**config.mk**
```make
export PLATFORM = sky130hd
export DESIGN_NAME = cpsr_forward_pipe
export DESIGN_NICKNAME = d
export VERILOG_FILES = /design/src/rtl/cpsr_forward_pipe.sv
export SDC_FILE = /design/constraint.sdc
export NUM_CORES = 1
export LEC_CHECK = 0
export CAP_MARGIN = 20
export CORE_ASPECT_RATIO = 1.25
export CORE_MARGIN = 2
export CORE_UTILIZATION = 34
export DETAILED_ROUTE_END_ITERATION = 7
export GPL_ROUTABILITY_DRIVEN = 0
export PLACE_DENSITY = 0.88
export SLEW_MARGIN = 25
export SYNTH_ARGS = -nofsm -noshare
export SYNTH_HDL_FRONTEND = slang
export SYNTH_SLANG_ARGS = --single-unit
```
**constraint.sdc**
```tcl
create_clock -name clock -period 4.98 [get_ports clock]
set_input_delay 0.996 -clock clock [delete_from_list [all_inputs] [get_ports clock]]
set_output_delay 0.996 -clock clock [all_outputs]
set_load 0.05 [all_outputs]
```
**src/rtl/cpsr_forward_pipe.sv**
```systemverilog
// CPSR forwarding unit: tracks in-flight CPSR writers, forwards the youngest value and stalls readers.
// Optional stall-cycle counter is enabled by defining CPSR_FWD_STATS_EN.
module cpsr_forward_pipe #(
    parameter int         WIDTH      = 32,
    parameter int         STAGES     = 3,
    parameter logic [4:0] MODE_USER  = 5'b10000,
    parameter logic [4:0] MODE_RESET = 5'b10011,
    localparam int        CNT_W      = $clog2(STAGES + 1)
) (
    input  logic                      clock,
    input  logic                      reset,
    input  logic [WIDTH-1:0]          in_CPSR_Arch,
    input  logic [STAGES*WIDTH-1:0]   in_StageCPSR,
    input  logic [STAGES-1:0]         in_StageReady,
    input  logic                      in_Advance,
    input  logic                      in_Flush,
    input  logic                      in_IssueValid,
    input  logic                      in_IssueWritesCPSR,
    input  logic                      in_IssueReadsCPSR,
    output logic [WIDTH-1:0]          out_CPSR_Fresh,
    output logic                      out_IsInPrivilegedMode,
    output logic                      out_Stall,
    output logic                      out_ModeChanged,
`ifdef CPSR_FWD_STATS_EN
    output logic [CNT_W-1:0]          out_PendingCount,
    output logic [15:0]               out_StallCycles
`else
    output logic [CNT_W-1:0]          out_PendingCount
`endif
);

    // Issue handshake: an issue is taken only when in_IssueValid=1, out_Stall=0 and
    // in_Advance=1; out_Stall is a combinational function of the issue fields, so the
    // issuer must not make in_IssueValid depend on out_Stall.

    logic [STAGES-1:0] pend;
    logic [STAGES-1:0] pendShift;
    logic [4:0]        r_LastMode;
    logic              r_ModeChanged;

    logic [WIDTH-1:0]  freshVal;
    logic              freshReady;
    logic              anyPend;
    logic [CNT_W-1:0]  pendCount;
    logic              captureWriter;

    // Descending scan so the lowest (youngest) pending stage is the one left selected.
    always_comb begin
        freshVal   = in_CPSR_Arch;
        freshReady = 1'b1;
        anyPend    = 1'b0;
        for (int i = STAGES - 1; i >= 0; i--) begin
            if (pend[i]) begin
                freshVal   = in_StageCPSR[i*WIDTH +: WIDTH];
                freshReady = in_StageReady[i];
                anyPend    = 1'b1;
            end
        end
    end

    always_comb begin
        pendCount = '0;
        for (int i = 0; i < STAGES; i++) begin
            pendCount = pendCount + CNT_W'(pend[i]);
        end
    end

    assign out_Stall = ~reset & in_IssueValid & in_IssueReadsCPSR & anyPend & ~freshReady;
    assign out_CPSR_Fresh         = reset ? in_CPSR_Arch : freshVal;
    assign out_IsInPrivilegedMode = (out_CPSR_Fresh[4:0] != MODE_USER);
    assign out_ModeChanged        = ~reset & r_ModeChanged;
    assign out_PendingCount       = reset ? '0 : pendCount;

    assign captureWriter = in_IssueValid & in_IssueWritesCPSR & ~out_Stall;

    always_comb begin
        pendShift    = '0;
        pendShift[0] = captureWriter;
        for (int i = 1; i < STAGES; i++) begin
            pendShift[i] = pend[i-1];
        end
    end

    always_ff @(posedge clock) begin
        if (reset) begin
            pend <= '0;
        end else if (in_Flush) begin
            pend <= '0;
        end else if (in_Advance) begin
            pend <= pendShift;
        end
    end

    // Mode tracking freezes while stalled so a not-yet-valid value cannot fake a change.
    always_ff @(posedge clock) begin
        if (reset) begin
            r_LastMode    <= MODE_RESET;
            r_ModeChanged <= 1'b0;
        end else if (!out_Stall) begin
            r_LastMode    <= out_CPSR_Fresh[4:0];
            r_ModeChanged <= (out_CPSR_Fresh[4:0] != r_LastMode);
        end else begin
            r_ModeChanged <= 1'b0;
        end
    end

`ifdef CPSR_FWD_STATS_EN
    logic [15:0] stallCycles;

    always_ff @(posedge clock) begin
        if (reset) begin
            stallCycles <= '0;
        end else if (out_Stall && (stallCycles != 16'hFFFF)) begin
            stallCycles <= stallCycles + 16'd1;
        end
    end

    assign out_StallCycles = stallCycles;
`endif

endmodule

```
## Word-level counts from Yosys, hierarchy flattened

Index checks and enable logic that the tools add are counted.

| operators by class | value |
|---|---|
| add/sub/neg operators | 2 |
| $mul | 0 |
| divide/modulo/power cells | 0 |
| $lt $le $gt $ge | 0 |
| equality and inequality tests | 2 |
| shift operators | 0 |
| mux-type cells | 11 |
| bitwise operators | 10 |
| reductions and logical operators | 2 |

Operators by type and width:

| operator | count |
|---|---|
| $mux W32 | 4 |
| $and A1 B1 Y1 | 7 |
| $mux W1 | 6 |
| $ne A5 B5 Y1 | 1 |
| $ne A5 B5 Y1 const B | 1 |
| $reduce_or A2 Y1 | 2 |
| $not A1 Y1 | 3 |
| $add A1 B1 Y2 | 1 |
| $add A2 B1 Y2 | 1 |
| $mux W2 | 1 |

| storage, ports and cells | value |
|---|---|
| flip-flop bits (word level) | 9 |
| bits in latches | 0 |
| RAM bits | 0 |
| bits in read-only memories | 0 |
| output and inout port bits | 37 |
| memories | 0 |

## Logic depth before layout (Yosys ltp)

Gate-level depths: netlist of the first run.

| depth | value |
|---|---|
| depth after elaboration | 7 |
| mapped depth | 7 |

## Least setup slack after synthesis of the first run

OpenSTA, ideal clock, no wires.

| timing | value |
|---|---|
| path kind | input to output |
| start | input reset |
| end | output out_IsInPrivilegedMode |
| arrival | 2.593 ns |
| required time | 3.984 ns |
| slack | 1.391 ns |
| cell stages on the path | 6 |
| buffers on the path | 2 |
| cells stage by stage | buf_2 -> buf_6 -> inv_1 -> nor2_1 -> a221oi_4 -> nand3_1 |

| on the way | value |
|---|---|
| cells in the longest elaborated chain, start to end | 2 |

Ends and longest elaborated chain:

| element | RTL line | RTL |
|---|---|---|
| start: declaration | 11 | `input logic reset,` |
| $mux W32 | 69 | `assign out_CPSR_Fresh = reset ? in_CPSR_Arch : freshVal;` |
| via out_CPSR_Fresh[4] | 20 | `output logic [WIDTH-1:0] out_CPSR_Fresh,` |
| $ne A5 B5 Y1 | 70 | `assign out_IsInPrivilegedMode = (out_CPSR_Fresh[4:0] != MODE_USER);` |
| end: declaration | 21 | `output logic out_IsInPrivilegedMode,` |

The timed path passes the listed nets, and every way through them passes these cells.

## Worst setup path after layout of the first run

| timing | value |
|---|---|
| start | input reset |
| end | output out_CPSR_Fresh[4] |

| on the way | value |
|---|---|
| cells in the longest elaborated chain, start to end | 1 |

Ends and longest elaborated chain:

| element | RTL line |
|---|---|
| $mux W32 | 69 |
| end: declaration | 20 |

Every way passes these cells.

==> flow_metrics.py, run 1 <==
metrics = {
    "outcome": {
        "status": "completed",
    },
    "die": {
        "rows": 30,
        "ios": 175,
        "core_area_um2": 5440,
        "die_height_um": 87.8,
        "start_util": 0.351,
        "fp.dieW_um": 71.0,
        "die_area_um2": 6230,
    },
    "synthesis": {
        "ys.flop_type": "dfxtp_1",
        "synthCells": 275,
        "synth.cell_area_um2": 1910,
        "async_reset_ff_frac": 0,
        "synth-edff-count": 0,
        "syn_nets": 414,
        "ys_seq_elements": 9,
        "avgSynthCellArea_um2": 6.94,
        "ys_warn_count": 0,
        "synth_cell_type_count": 43,
        "ys_seq_area_frac": 0.0944,
    },
    "critical_path": {
        "worstSetupStartpoint": "reset",
        "end_kind": "primary output",
        "cp_max_fo": 41,
        "crit_arrival_ns": 3.07,
        "path_cells": "buf_2, or3b_1, o21ai_2, a221oi_4, clkdlybuf4s50_1",
        "path_class": "input pin to primary output",
        "r2r_start": "pend[0]$_SDFFE_PP0P_",
        "crit_path_top_delay_cell": "clkdlybuf4s50_1",
        "critPathLaunchType": "input pin",
        "cpPeakStageDelay_ns": 0.87,
        "worstPathRequired_ns": 3.98,
    },
    "power": {
        "netSwitchingFraction": 0.378,
        "p_switching_mw": 0.179,
        "p_per_area_nw_per_um2": 129,
        "comb_power_share": 0.659,
        "leakagePower_nw": 1.47,
        "ir_worst_vdd_mv": 0.0844,
        "clkPwrFrac": 0.173,
        "internal_power_mw": 0.294,
        "seqPwrFrac": 0.167,
    },
    "hold_path": {
        "min_path_type": "register to register",
        "holdCritStartpoint": "r_LastMode[3]$_SDFFE_PP0N_",
    },
    "drt": {
        "wl_per_cell_um": 14.5,
        "vias_per_cell": 5.26,
        "ant_nets": 0,
        "drc_errors": 0,
        "drt_pass1_iterations": 5,
        "drt_iter0_drc": 95,
        "vias": 2613,
        "wirelength_um": 7210,
    },
    "final_layout": {
        "final_cell_mix": "clkdlybuf4s50_1, mux2i_1, nand2_1",
        "syn_to_final_growth_pct": 91.8,
        "layout-drive-gt1-share": 0.0508,
        "n_fill_cell": 483,
        "nets": 573,
        "diodes": 0,
        "final_common_cell": "clkdlybuf4s50_1",
    },
    "grt": {
        "grt_use_total": 0.220,
        "grt_pass1_wl_um": 11400,
        "antenna_found_initial": 0,
        "grt-ovfl-total": 0,
        "grt_max_degree": 42,
        "grt_pass1_vias": 2572,
    },
    "sta": {
        "min_period_ns": 4.07,
        "slew_violations": 0,
        "tightestPinTransition_ns": 0.649,
        "slew_headroom": 0.567,
        "fin_ws_ns": 0.910,
        "setup_tns_ns": 0,
        "rsz0062_at_grt": "false",
        "fin_hold_ws_ns": 0.533,
        "hold_violations": 0,
        "setup_violations": 0,
        "period_share": 0.817,
        "finClkSkew_ns": 0.00212,
        "fmax_mhz": 246,
    },
    "clocking": {
        "cts_sinks": 9,
        "post_cts_resized": 0,
        "clock_latency_ns": 0.23,
        "cts-buffers-inserted": 3,
        "cts_tree": "yes",
        "clk_pin_slew_ns": 0.04,
        "hold_buffers": 0,
        "cts_root_buf": "clkbuf_8",
        "max-clock-path-buffers": 2,
        "cts_setup_buffers": 0,
        "h-tree-depth": 1,
    },
    "flow_run": {
        "max-cap-violations": 0,
    },
    "placement": {
        "io_buffers": 174,
        "dp_hpwl_um": 5830,
        "place_ws_ns": 0.888,
    },
}
Yosys cell counts (2+ instances only):
| cell type | instances | area share |
|---|---|---|
| nor3b_1 | 4 | 0.016 |
| nor3_1 | 4 | 0.010 |
| o22ai_1 | 2 | 0.0066 |
| nand2b_1 | 2 | 0.0066 |
| buf_2 | 9 | 0.024 |
| buf_6 | 5 | 0.030 |
| mux2i_1 | 58 | 0.30 |
| xnor2_1 | 3 | 0.014 |
| dfxtp_1 | 9 | 0.094 |
| nand2_1 | 57 | 0.11 |
| nand3_1 | 2 | 0.0052 |
| buf_1 | 2 | 0.0039 |
| o221a_2 | 2 | 0.012 |
| clkbuf_1 | 7 | 0.014 |
| o21ai_0 | 53 | 0.14 |
| nor2b_1 | 5 | 0.016 |
| buf_4 | 2 | 0.0079 |
| inv_1 | 7 | 0.014 |
| a21oi_1 | 4 | 0.010 |
| a211o_1 | 3 | 0.014 |
| nor2_2 | 2 | 0.0066 |
| nor2_1 | 12 | 0.024 |
final timing paths:
kind                                              endpoint  slack [ns]  cells after the start
worst max-delay path                     out_CPSR_Fresh[4]        0.91                      5
worst max register to register    r_ModeChanged$_SDFF_PP0_        2.89                      5
worst min register to register  r_LastMode[3]$_SDFFE_PP0N_        0.53                      2
worst min-delay path            r_LastMode[3]$_SDFFE_PP0N_        0.53                      2
flip-flops by register name, summed over array words and instances (netlist names):
name,flops
pend,3
r_ModeChanged,1
r_LastMode,5
power by group through the flow:
stage	combinational [mW]	clock [mW]	sequential [mW]
detailed placement	0.312	0	0.0803
CTS	0.313	0.0835	0.0791
global placement	0.308	0	0.0801
global route	0.332	0.0893	0.0795
finish	0.311	0.0819	0.0790
floorplan	0.148	0	0.0789
logic make-up after synthesis:
group                      synth area share
AOI/OAI and AO/OA                     0.260
xor gates and xnor gates             0.0138
adders and majority gates            0.0105
buffers and inverters                0.0925
DFF                                  0.0944
muxes                                 0.304
and+or+nand+nor                       0.225
critical path: cells and delay by family:
| family | cells | cell delay, ns |
|---|---|---|
| AO/OA/AOI/OAI | 2 | 0.48 |
| buffers and inverters | 2 | 1.37 |
| AND/OR/NAND/NOR | 1 | 0.22 |
final cells by class:
class | count | area [um^2] | area share
tap | 64 | 80.1 | 0.0219
clock buffer | 4 | 45.0 | 0.0123
inverter | 7 | 26.3 | 0.00718
sequential | 9 | 183 | 0.0499
timing repair buffer | 179 | 1770 | 0.485
multi-input combinational | 234 | 1550 | 0.424
layer usage:
| metal | part of all wire | track usage | vias up | wire length, um |
|---|---|---|---|---|
| met2 | 0.53 | 0.430 | 121 | 3810 |
| met1 | 0.36 | 0.231 | 1174 | 2570 |
| li1 | - | - | 1292 | - |
| met3 | 0.071 | 0.0368 | 26 | 513 |
| met4 | 0.044 | 0.0909 | 0 | 316 |
| met5 | 0 | 0 | - | 0 |
through the flow:
step	cell area [um^2]	power, mW	std cells	utilization
floorplan	1910	0.227	275	-
global placement	3610	0.388	493	0.664
detailed placement	3610	0.392	493	0.664
CTS	3660	0.475	497	0.672
global route	3660	0.501	497	0.672
finish	3660	0.472	497	0.672
Note: power is estimated with default switching activity, not from simulation.
==> run 2: changes to the inputs <==
--- a/config.mk
+++ b/config.mk
@@ -8,10 +8,10 @@
 export CAP_MARGIN = 20
 export CORE_ASPECT_RATIO = 1.25
 export CORE_MARGIN = 2
-export CORE_UTILIZATION = 34
+export CORE_UTILIZATION = 32
 export DETAILED_ROUTE_END_ITERATION = 7
 export GPL_ROUTABILITY_DRIVEN = 0
-export PLACE_DENSITY = 0.88
+export PLACE_DENSITY = 0.83
 export SLEW_MARGIN = 25
 export SYNTH_ARGS = -nofsm -noshare
 export SYNTH_HDL_FRONTEND = slang
==> constraint.sdc (replaced) <==
create_clock -name clock -period 4.2 [get_ports clock]
set_input_delay 0.84 -clock clock [delete_from_list [all_inputs] [get_ports clock]]
set_output_delay 0.84 -clock clock [all_outputs]
set_load 0.05 [all_outputs]
==> run 2 against run 1 <==
Compared with the run above:
- die area is 5.9% higher
- clock power is 25% higher
- highest routed layer unchanged
- critical path depth stayed put
- sequential power is 17% higher
- setup slack worse by 0.25 ns
- routed wire length is 4.2% higher
- combinational power is 19% higher
- total power is 20% higher
==> flow_metrics.py, run 2 (synthesis results as in run 1) <==
metrics = {
    "outcome": {
        "status": "completed",
    },
    "drt": {
        "drt_pass1_iterations": 4,
        "drt_iter0_drc": 107,
        "wl_per_cell_um": 15.0,
        "vias_per_cell": 5.19,
        "drc_errors": 0,
        "vias": 2607,
        "ant_nets": 0,
        "wirelength_um": 7510,
    },
    "critical_path": {
        "path_delay_family": "buffers and inverters",
        "path_class": "input pin to primary output",
        "crit_path_top_delay_cell": "clkdlybuf4s50_1",
        "crit_buf_inv": 2,
        "crit_arrival_ns": 2.70,
        "end_kind": "primary output",
        "path_cells": "clkdlybuf4s50_1, nor3b_1, o31ai_1, and2_1, clkdlybuf4s50_1",
        "crit_top_cell": "clkdlybuf4s50_1",
        "r2r_start": "pend[1]$_SDFFE_PP0P_",
        "reg2reg_slack_ns": 2.23,
        "critPathLaunchType": "input pin",
        "reg2reg_depth": 6,
        "cp_max_fo": 4,
        "worstPathRequired_ns": 3.36,
        "cpPeakStageDelay_ns": 0.82,
        "reg2reg_to": "r_ModeChanged$_SDFF_PP0_",
    },
    "final_layout": {
        "multi_input_area_um2": 1550,
        "n_fill_cell": 515,
        "final_cells": 502,
        "seqCellArea_um2": 183,
        "fin_util": 0.638,
        "largestRegisters": "r_LastMode: 5 flops, pend: 3 flops, r_ModeChanged: 1 flops",
        "layout-drive-gt1-share": 0.0642,
        "diodes": 0,
        "nets": 576,
        "final_cell_mix": "clkdlybuf4s50_1, mux2i_1, nand2_1",
        "largest_reg_flops": 5,
        "regMostFlops": "r_LastMode",
        "final_common_cell": "clkdlybuf4s50_1",
        "syn_to_final_growth_pct": 93.4,
    },
    "sta": {
        "setup_violations": 0,
        "slew_headroom": 0.641,
        "rsz0062_at_grt": "false",
        "tightestPinTransition_ns": 0.537,
        "setup_tns_ns": 0,
        "fmax_mhz": 282,
        "slew_violations": 0,
        "period_share": 0.844,
        "fin_ws_ns": 0.656,
        "min_period_ns": 3.54,
        "hold_violations": 0,
        "finClkSkew_ns": 0.00478,
    },
    "clocking": {
        "cts_sinks": 9,
        "cts-buffers-inserted": 3,
        "cts_tree": "yes",
        "clk_pin_slew_ns": 0.04,
        "post_cts_resized": 0,
        "cts_setup_buffers": 0,
        "max-clock-path-buffers": 2,
        "clock_latency_ns": 0.24,
        "h-tree-depth": 1,
        "hold_buffers": 0,
        "cts_root_buf": "clkbuf_8",
    },
    "power": {
        "p_per_area_nw_per_um2": 153,
        "power.total_mw": 0.566,
        "ir_worst_vdd_mv": 0.0910,
        "leakagePower_nw": 1.49,
    },
    "hold_path": {
        "holdCritStartpoint": "r_LastMode[3]$_SDFFE_PP0N_",
        "hold_path_end": "r_LastMode[3]$_SDFFE_PP0N_",
        "min_path_type": "register to register",
        "whs_path_depth": 2,
    },
    "die": {
        "start_util": 0.330,
        "die_height_um": 90.3,
        "die_area_um2": 6600,
        "rows": 31,
        "fp.dieW_um": 73.1,
        "ios": 175,
        "core_area_um2": 5780,
    },
    "placement": {
        "dp_hpwl_um": 6050,
        "dp_cells": 498,
        "place_ws_ns": 0.656,
        "io_buffers": 174,
    },
    "grt": {
        "grt_pass1_vias": 2674,
        "grt_pass1_wl_um": 12000,
        "grt-ovfl-total": 0,
        "grt_use_total": 0.223,
        "grt_max_degree": 39,
        "antenna_found_initial": 0,
    },
    "flow_run": {
        "max-cap-violations": 0,
    },
}
## run 2: cell types whose count changed in the layout (fill, tap and decap cells not counted)
| cell | previous run | this run |
|---|---|---|
| buf_4 | 5 | 10 |
| clkdlybuf4s50_1 | 173 | 170 |
| buf_12 | 0 | 1 |
## run 2: layout make-up
| class | instances | share of cell area |
|---|---|---|
| timing repair buffer | 182 | 0.488 |
| multi-input combinational | 234 | 0.420 |
| sequential | 9 | 0.0495 |
| tap | 66 | 0.0224 |
| clock buffer | 4 | 0.0122 |
| inverter | 7 | 0.00712 |
## run 2: through the flow
stage / area, um^2 / hold slack [ns]
after floorplan: 1910 / 0.482
after CTS: 3690 / 0.526
after global placement: 3640 / 0.496
after global routing: 3690 / 0.562
after detailed placement: 3640 / 0.516
final: 3690 / 0.518
## run 2: power by group
group	leakage (nW)	switching [mW]	internal [mW]
registers	0.0754	0.00265	0.0900
clock network	0.0228	0.0355	0.0662
logic	1.39	0.179	0.193
total	1.49	0.217	0.349
## run 2: per-layer routing
layer  GRT usage  share of wire  wire length, um
met1       0.226           0.36             2680
met2       0.428           0.55             4110
met4      0.0787          0.024              180
met5           0              0                0
met3      0.0491          0.072              541
## run 2: worst min-delay path, cell delays in order, from the launching register on
cell and delay, ns:
dfxtp_1 0.33, mux2i_1 0.07, nor2_1 0.08
## run 2: worst max-delay path by stage
| stage | from | endpoint | cells past startpoint |
|---|---|---|---|
| after CTS | in_CPSR_Arch[30] | out_CPSR_Fresh[30] | 6 |
| after detailed placement | in_CPSR_Arch[30] | out_CPSR_Fresh[30] | 6 |
| after floorplan | reset | out_IsInPrivilegedMode | 6 |
| final | in_StageCPSR[32] | out_CPSR_Fresh[0] | 5 |
| after global routing | in_CPSR_Arch[22] | out_CPSR_Fresh[22] | 6 |
| after global placement | in_StageCPSR[32] | out_CPSR_Fresh[0] | 5 |
==> run 3: changes to the inputs <==
==> constraint.sdc (replaced) <==
create_clock -name clock -period 3.6 [get_ports clock]
set_input_delay 0.72 -clock clock [delete_from_list [all_inputs] [get_ports clock]]
set_output_delay 0.72 -clock clock [all_outputs]
set_load 0.05 [all_outputs]
==> run 3 against run 2 <==
Compared with the run above:
- global-route usage decreased by 0.60 points
- sequential cell count stayed put
- final cell count down 0.40%
- clock power rose by 11%
- sequential share of layout area about the same
- non-clock buffer count fell by 2
- routed wire length is 3.7% lower
- via count shrank 0.96%
- highest routed layer unchanged
==> flow_metrics.py, run 3 (synthesis results as in run 1) <==
metrics = {
    "critical_path": {
        "crit_arrival_ns": 2.30,
        "path_class": "register to primary output",
        "worstPathRequired_ns": 2.88,
        "cp_max_fo": 21,
        "end_kind": "primary output",
        "critPathLaunchType": "register",
    },
    "drt": {
        "wirelength_um": 7230,
        "drc_errors": 0,
        "vias": 2582,
        "vias_per_cell": 5.16,
        "drt_iter0_drc": 88,
        "ant_nets": 0,
        "wl_per_cell_um": 14.5,
        "drt_pass1_iterations": 4,
    },
    "final_layout": {
        "final_cells": 500,
        "syn_to_final_growth_pct": 94.4,
        "final_common_cell": "clkdlybuf4s50_1",
        "largestRegisters": "r_LastMode: 5 flops, pend: 3 flops, r_ModeChanged: 1 flops",
        "layout-drive-gt1-share": 0.131,
        "diodes": 0,
        "regMostFlops": "r_LastMode",
        "fin_util": 0.642,
        "nets": 574,
        "final_cell_mix": "clkdlybuf4s50_1, mux2i_1, nand2_1",
        "largest_reg_flops": 5,
        "n_fill_cell": 517,
    },
    "sta": {
        "rsz0062_at_grt": "false",
        "fmax_mhz": 332,
        "setup_violations": 0,
        "tightestPinTransition_ns": 0.595,
        "min_period_ns": 3.02,
        "finClkSkew_ns": 0.000429,
        "slew_headroom": 0.604,
        "hold_violations": 0,
        "period_share": 0.838,
        "slew_violations": 0,
        "setup_tns_ns": 0,
    },
    "die": {
        "die_area_um2": 6600,
        "rows": 31,
        "core_area_um2": 5780,
        "start_util": 0.330,
        "die_height_um": 90.3,
        "fp.dieW_um": 73.1,
        "ios": 175,
    },
    "clocking": {
        "clk_pin_slew_ns": 0.04,
        "h-tree-depth": 1,
        "cts_tree": "yes",
        "hold_buffers": 0,
        "cts_root_buf": "clkbuf_8",
        "cts_setup_buffers": 0,
        "cts-buffers-inserted": 3,
        "clock_latency_ns": 0.23,
        "max-clock-path-buffers": 2,
        "cts_sinks": 9,
        "post_cts_resized": 0,
    },
    "grt": {
        "grt_pass1_wl_um": 11700,
        "grt-ovfl-total": 0,
        "antenna_found_initial": 0,
        "grt_pass1_vias": 2538,
        "grt_use_total": 0.217,
        "grt_max_degree": 67,
    },
    "power": {
        "ir_worst_vdd_mv": 0.0792,
        "seqPwrFrac": 0.163,
        "comb_power_share": 0.668,
        "netSwitchingFraction": 0.378,
        "p_switching_mw": 0.253,
        "p_per_area_nw_per_um2": 180,
        "power.total_mw": 0.669,
        "leakagePower_nw": 1.55,
        "clkPwrFrac": 0.169,
        "internal_power_mw": 0.416,
    },
    "outcome": {
        "status": "completed",
    },
    "placement": {
        "dp_hpwl_um": 5810,
        "io_buffers": 174,
        "dp_cells": 496,
    },
    "flow_run": {
        "max-cap-violations": 0,
    },
    "hold_path": {
        "min_path_type": "register to register",
    },
}
run 3: cell types whose count changed in the layout (fill, tap and decap cells not counted):
cell,change
buf_12,+9
buf_4,+20
clkdlybuf4s50_1,-31
run 3: worst max-delay path, cell delays in order, from the launching register on:
cell and delay [ns]:
dfxtp_2 0.64, buf_4 0.44, mux2i_1 0.14, o21ai_0 0.16, mux2i_1 0.09, o21ai_0 0.39, buf_12 0.20
run 3: worst paths after layout:
path	from	end	slack, ns	depth (start not counted)
setup reg to reg	pend[1]$_SDFFE_PP0P_	r_LastMode[0]$_SDFFE_PP1N_	1.61	7
hold / removal	r_LastMode[3]$_SDFFE_PP0N_	r_LastMode[3]$_SDFFE_PP0N_	0.53	2
hold reg to reg	r_LastMode[3]$_SDFFE_PP0N_	r_LastMode[3]$_SDFFE_PP0N_	0.53	2
setup / recovery	pend[2]$_SDFFE_PP0P_	out_CPSR_Fresh[22]	0.58	6
run 3: through the flow:
step | hold WS (ns) | cell area (um^2) | setup slack, ns
2_1_floorplan | 0.482 | 1910 | 0.563
3_3_place_gp | 0.500 | 3660 | 0.716
3_5_place_dp | 0.506 | 3660 | 0.702
4_1_cts | 0.531 | 3710 | 0.545
5_1_grt | 0.564 | 3710 | 0.433
6_report | 0.528 | 3710 | 0.585
run 3: per-layer routing:
| metal | track usage | up-vias | wire length [um] |
|---|---|---|---|
| li1 | - | 1297 | - |
| met5 | 0 | - | 0 |
| met2 | 0.404 | 117 | 3900 |
| met1 | 0.240 | 1158 | 2690 |
| met4 | 0.0679 | 0 | 119 |
| met3 | 0.0391 | 10 | 514 |
run 3: power by group through the flow:
stage	registers (mW)	clock network, mW	logic [mW]
after floorplan	0.109	0	0.204
after global placement	0.110	0	0.441
after detailed placement	0.110	0	0.448
after CTS	0.109	0.119	0.449
after global routing	0.109	0.124	0.475
final	0.109	0.113	0.447
run 3: area by class of cell:
type                    count  area [um^2]  share of cell area
clock buffers               4         45.0              0.0121
inverters                   7         26.3             0.00708
multi-input cells         234         1550               0.418
flip-flops and latches      9          183              0.0492
well taps                  66         82.6              0.0223
repair buffers            180         1820               0.491
